### src/rtl/mult_share_arbiter.sv
// mult_share_arbiter: one 16x16 unsigned multiplier shared by NUM_REQ requesters.
// A round-robin arbiter picks one valid requester per operation, captures its
// operands, multiplies them in the following cycle, and holds the tagged product
// on a single response channel until the consumer takes it.
module mult_share_arbiter #(
  parameter int NUM_REQ = 4,
  parameter int IDW     = 2
) (
  input  logic                    clk,
  input  logic                    rst,
  input  logic [NUM_REQ-1:0]      req_valid,
  input  logic [16*NUM_REQ-1:0]   req_a,
  input  logic [16*NUM_REQ-1:0]   req_b,
  output logic [NUM_REQ-1:0]      req_ready,
  output logic                    resp_valid,
  output logic [31:0]             resp_prod,
  output logic [IDW-1:0]          resp_id,
  input  logic                    resp_ready,
  output logic                    busy
);

  localparam int OPW = 16;

  typedef enum logic [1:0] {
    IDLE = 2'd0,
    MUL  = 2'd1,
    RESP = 2'd2
  } state_t;

  state_t           state_q, state_d;
  logic [IDW-1:0]   rr_ptr_q, rr_ptr_d;
  logic [OPW-1:0]   a_q, a_d;
  logic [OPW-1:0]   b_q, b_d;
  logic [IDW-1:0]   id_q, id_d;
  logic             resp_valid_q, resp_valid_d;
  logic [2*OPW-1:0] resp_prod_q, resp_prod_d;
  logic [IDW-1:0]   resp_id_q, resp_id_d;

  logic             grant_found;
  logic [IDW-1:0]   grant_idx;
  logic [OPW-1:0]   a_sel;
  logic [OPW-1:0]   b_sel;
  logic [2*OPW-1:0] prod;

  // Full-width unsigned product; the shared multiplier instance.
  function automatic logic [2*OPW-1:0] mul_full(input logic [OPW-1:0] x,
                                                input logic [OPW-1:0] y);
    return (2*OPW)'(x) * (2*OPW)'(y);
  endfunction

  // Next index after g, wrapping NUM_REQ-1 back to 0 (NUM_REQ need not be a power of 2).
  function automatic logic [IDW-1:0] next_idx(input logic [IDW-1:0] g);
    if (g == IDW'(NUM_REQ - 1)) begin
      return '0;
    end
    return g + IDW'(1);
  endfunction

  assign prod = mul_full(a_q, b_q);

  // Round-robin search starting at rr_ptr; also muxes out the winner's operands.
  always_comb begin
    int             cand;
    logic [IDW-1:0] cand_idx;
    grant_found = 1'b0;
    grant_idx   = '0;
    cand        = 0;
    cand_idx    = '0;
    for (int k = 0; k < NUM_REQ; k++) begin
      cand     = (int'(rr_ptr_q) + k) % NUM_REQ;
      cand_idx = IDW'(cand);
      if (!grant_found && req_valid[cand_idx]) begin
        grant_found = 1'b1;
        grant_idx   = cand_idx;
      end
    end
    a_sel = '0;
    b_sel = '0;
    for (int k = 0; k < NUM_REQ; k++) begin
      if (grant_idx == IDW'(k)) begin
        a_sel = req_a[OPW*k +: OPW];
        b_sel = req_b[OPW*k +: OPW];
      end
    end
  end

  // One-hot accept, only while idle; held low during reset since nothing is latched then.
  always_comb begin
    req_ready = '0;
    if (!rst && (state_q == IDLE) && grant_found) begin
      for (int k = 0; k < NUM_REQ; k++) begin
        if (grant_idx == IDW'(k)) begin
          req_ready[k] = 1'b1;
        end
      end
    end
  end

  // FSM next-state and datapath register updates.
  always_comb begin
    state_d      = state_q;
    rr_ptr_d     = rr_ptr_q;
    a_d          = a_q;
    b_d          = b_q;
    id_d         = id_q;
    resp_valid_d = resp_valid_q;
    resp_prod_d  = resp_prod_q;
    resp_id_d    = resp_id_q;
    case (state_q)
      IDLE: begin
        if (grant_found) begin
          a_d      = a_sel;
          b_d      = b_sel;
          id_d     = grant_idx;
          rr_ptr_d = next_idx(grant_idx);
          state_d  = MUL;
        end
      end
      MUL: begin
        resp_prod_d  = prod;
        resp_id_d    = id_q;
        resp_valid_d = 1'b1;
        state_d      = RESP;
      end
      RESP: begin
        // Product and id stay frozen until the consumer accepts.
        if (resp_ready) begin
          resp_valid_d = 1'b0;
          state_d      = IDLE;
        end
      end
      default: begin
        resp_valid_d = 1'b0;
        state_d      = IDLE;
      end
    endcase
  end

  // State and data registers; reset drops any in-flight operation.
  always_ff @(posedge clk) begin
    if (rst) begin
      state_q      <= IDLE;
      rr_ptr_q     <= '0;
      a_q          <= '0;
      b_q          <= '0;
      id_q         <= '0;
      resp_valid_q <= 1'b0;
      resp_prod_q  <= '0;
      resp_id_q    <= '0;
    end else begin
      state_q      <= state_d;
      rr_ptr_q     <= rr_ptr_d;
      a_q          <= a_d;
      b_q          <= b_d;
      id_q         <= id_d;
      resp_valid_q <= resp_valid_d;
      resp_prod_q  <= resp_prod_d;
      resp_id_q    <= resp_id_d;
    end
  end

  assign resp_valid = resp_valid_q;
  assign resp_prod  = resp_prod_q;
  assign resp_id    = resp_id_q;
  assign busy       = (state_q != IDLE);

endmodule
### config.mk
export PLATFORM = sky130hd
export DESIGN_NAME = mult_share_arbiter
export DESIGN_NICKNAME = d
export VERILOG_FILES = /design/src/rtl/mult_share_arbiter.sv
export SDC_FILE = /design/constraint.sdc
export NUM_CORES = 1
export LEC_CHECK = 0
export BUFFER_PORTS_ARGS = -buffer_cell sky130_fd_sc_hd__clkbuf_2
export CORE_MARGIN = 2
export CORE_UTILIZATION = 30
export DETAILED_ROUTE_END_ITERATION = 16
export PLACE_DENSITY = 0.5
export SLEW_MARGIN = 20
export SYNTH_ARGS = -nofsm -noshare
export SYNTH_HDL_FRONTEND = slang
export SYNTH_SLANG_ARGS = --single-unit
### constraint.sdc
create_clock -name clk -period 7.8 [get_ports clk]
set_clock_uncertainty 0.1 [all_clocks]
set_input_delay 0.39 -clock clk [delete_from_list [all_inputs] [get_ports clk]]
set_output_delay 0.39 -clock clk [all_outputs]
set_load 0.02 [all_outputs]
==> flow_metrics.tcl <==
set metrics [dict create \
    status "completed" \
    ctsHoldBuffers 0 \
    fmax_ghz 0.1508 \
    grt_remaining_overflow 0 \
    core_area_um2 39820 \
    regToRegSetupSlack_ps 1170 \
    cts_root_buf "clkbuf_16" \
    power_density_nw_per_um2 214.4 \
    start_kind "flop" \
    postCtsSetupBuffers 0 \
    io_pins 175 \
    wl_met2_um 18820 \
    ys_warn_count 0 \
    antenna_found_initial 0 \
    fin_crit_ps 6633 \
    numCtsBuffers 9 \
    synth_top_area_cell "fa_1" \
    met1_length_um 14340 \
    dieHeight_um 205.2 \
    cp_cell_sequence "nand2_1 > fa_1 > fa_1 > fa_1 > fa_1 > inv_1 > fa_1 > inv_1 > fa_1 > inv_1 > ha_1 > nand2_1 > or4_1 > nor3_1 > or3_1 > a31o_1 > a21oi_1 > or3_1 > a31oi_1" \
    power.leakage_nw 6.847 \
    path_clk_slew_ps 70 \
    drc 0 \
    netlist_area_um2 12140 \
    netlist.area_leader.share_pct 31.99 \
    slowest_stage "dfxtp_1" \
    synth_area_leaders "fa_1, dfxtp_1, ha_1" \
    min_period_over_period_pct 85.04 \
    worstSetupPathType "reg2reg" \
    ys_seq_elements 73 \
    worst_pin_slew_ps 894.5 \
    drive_gt1_share_pct 13.49 \
    crit_top_cell "fa_1" \
    grt_pass1_vias 10370 \
    slowest_delay_ps 790 \
    synth_cells 1492 \
    hold_viol 0 \
    crit_path_end_kind "flop" \
    ir_drop_mv 0.1050 \
    initial_utilization_pct 30.48 \
    n_antenna_cell 0 \
    hold_depth 3 \
    drt_iter0_drc 456 \
    crit_fanout 17 \
    antenna_left 0 \
    ys.flop_type "dfxtp_1" \
    clkSinkCount 73 \
    dp_hpwl_um 27900 \
    area_growth_pct 13.08 \
    io_buffer_count 174 \
    chipWidth_um 205.2 \
    htreeDepth 3 \
    grt_util_all_layers_pct 16.69 \
    routedWlPerCell_um 16.27 \
    hold_path.class "in2reg" \
    reg2reg_depth 19 \
    rsz0062_at_grt "no" \
    relSlewSlack_pct 39.96 \
    grt_pass1_wl_um 55020 \
    clk_latency_ps 370 \
    hold_slack_ps 235.3 \
    wl_um 34730 \
    finalMaxSlewViolations 0 \
    setup_viol 0 \
    reg2reg_from "b_q[1]" \
    max_cap_viol_count 0 \
    dr_wl_met3_um 965 \
    cts_buffer_depth 2 \
    highest_layer "met4" \
    worstPathRequired_ps 7990 \
    gp_congestion 0.8384 \
    min-delay-start "resp_ready" \
    yosys.cell_types.count 56 \
    fill_cells 4314 \
    holdPathEnd "resp_valid" \
    grt_max_degree 73 \
    cp.buffers_inverters 3 \
    synth_enable_flop_cells 0 \
    final_cell_mix "inv_1, nand2_1, fa_1" \
    synth_nets 1929 \
    dieArea_um2 42090 \
    fin_nets 2041 \
    dr.pass1.iters 6 \
    cts_resized 0 \
    crit_family "adder cells" \
    cts_tree "yes" \
    synth-seq-area-share_pct 12.04 \
    synthArstFlopShare_pct 0 \
    syn_avg_cell_area_um2 8.136 \
    setup_tns_ps 0 \
    vias_per_cell 4.859 \
    total_power_mw 2.943 \
    row_count 73 \
    via_count 10370 \
    rr_endpoint "resp_prod[27]" \
    cp.arrival_ps 6820 \
]
## metrics by stage
stage | instance area [µm²] | utilization (%) | cells | setup WS, ps
final | 13730 | 34.47 | 2134 | 1167
after global routing | 13730 | 34.47 | 2134 | 873.1
after CTS | 13720 | 34.44 | 2134 | 1179
after detailed placement | 13440 | 33.76 | 2118 | 1194
after global placement | 13440 | 33.76 | 2118 | 1350
after floorplan | 12140 | - | 1492 | 1767
## sequential cells by signal, indices dropped and copies added (netlist names)
name        cells
resp_valid      1
rr_ptr_q        2
id_q            2
resp_prod      32
state_q         2
a_q            16
b_q            16
resp_id         2
## synth_stat cells, drive strengths merged, types with 2 or more instances
library cell / n
and3: 6
o2111ai: 2
dfxtp: 73
a21oi: 94
o21bai: 5
or3: 9
o211a: 3
nor4: 2
o211ai: 36
nand4: 4
or4: 3
fa: 194
a21o: 17
ha: 108
nand3: 16
a211o: 2
o21a: 5
a22oi: 31
xor2: 4
buf: 2
nand2b: 2
nor2: 92
or2: 2
o21ai: 56
nor2b: 2
clkbuf: 80
a211oi: 4
nor3: 10
nand2: 234
xnor2: 12
inv: 234
and2: 129
a31o: 2
a32o: 3
a31oi: 2
## cells by family after synthesis
| family | after synthesis | synth area share (%) |
|---|---|---|
| AO/OA/AOI/OAI | 271 | 14.24 |
| XOR/XNOR | 16 | 1.154 |
| adder cells (fa/ha/maj) | 302 | 43.13 |
| buffers and inverters | 316 | 9.771 |
| flip-flops | 73 | 12.04 |
| multiplexers | 1 | 0.08246 |
| AND/OR/NAND/NOR | 513 | 19.58 |
## cell type report
cell class                 count  area (µm²)  share of cell area [%]
clock buffer                   9       225.2                   1.641
clock inverter                 7       47.55                  0.3464
inverter                     234       878.3                   6.399
multi-input combinational   1103        9519                   69.35
sequential                    73        1461                   10.65
tap                          525       656.9                   4.785
timing repair buffer         183       938.4                   6.836
## report_power, final
group	switching, mW	internal (mW)
clock network	0.188	0.215
logic	1.16	0.751
registers	0.190	0.444
## worst max path at each step
stage            from             to  cells past startpoint  slack [ps]
6_report       b_q[1]  resp_prod[27]                     19        1170
5_1_grt        b_q[1]  resp_prod[27]                     19         870
4_1_cts        b_q[1]  resp_prod[27]                     19        1180
3_5_place_dp   b_q[1]  resp_prod[27]                     19        1190
3_3_place_gp   b_q[1]  resp_prod[25]                     18        1350
2_1_floorplan  b_q[9]  resp_prod[25]                     22        1770
## per-layer routing
| metal | GRT usage, % | vias up |
|---|---|---|
| met1 | 21.03 | 5184 |
| li1 | - | 4955 |
| met2 | 30.04 | 193 |
| met4 | 4.805 | 0 |
| met3 | 1.734 | 38 |
| met5 | 0 | - |
## worst register-to-register path: cells and delay by family, from the launching register on
family	cells	cell delay, ps
and+or+nand+nor	6	1600
AOI/OAI and AO/OA	3	440
DFF	1	790
buffers and inverters	3	160
adders and majority gates	7	3470
No activity file was read; power rests on OpenSTA's default activity.
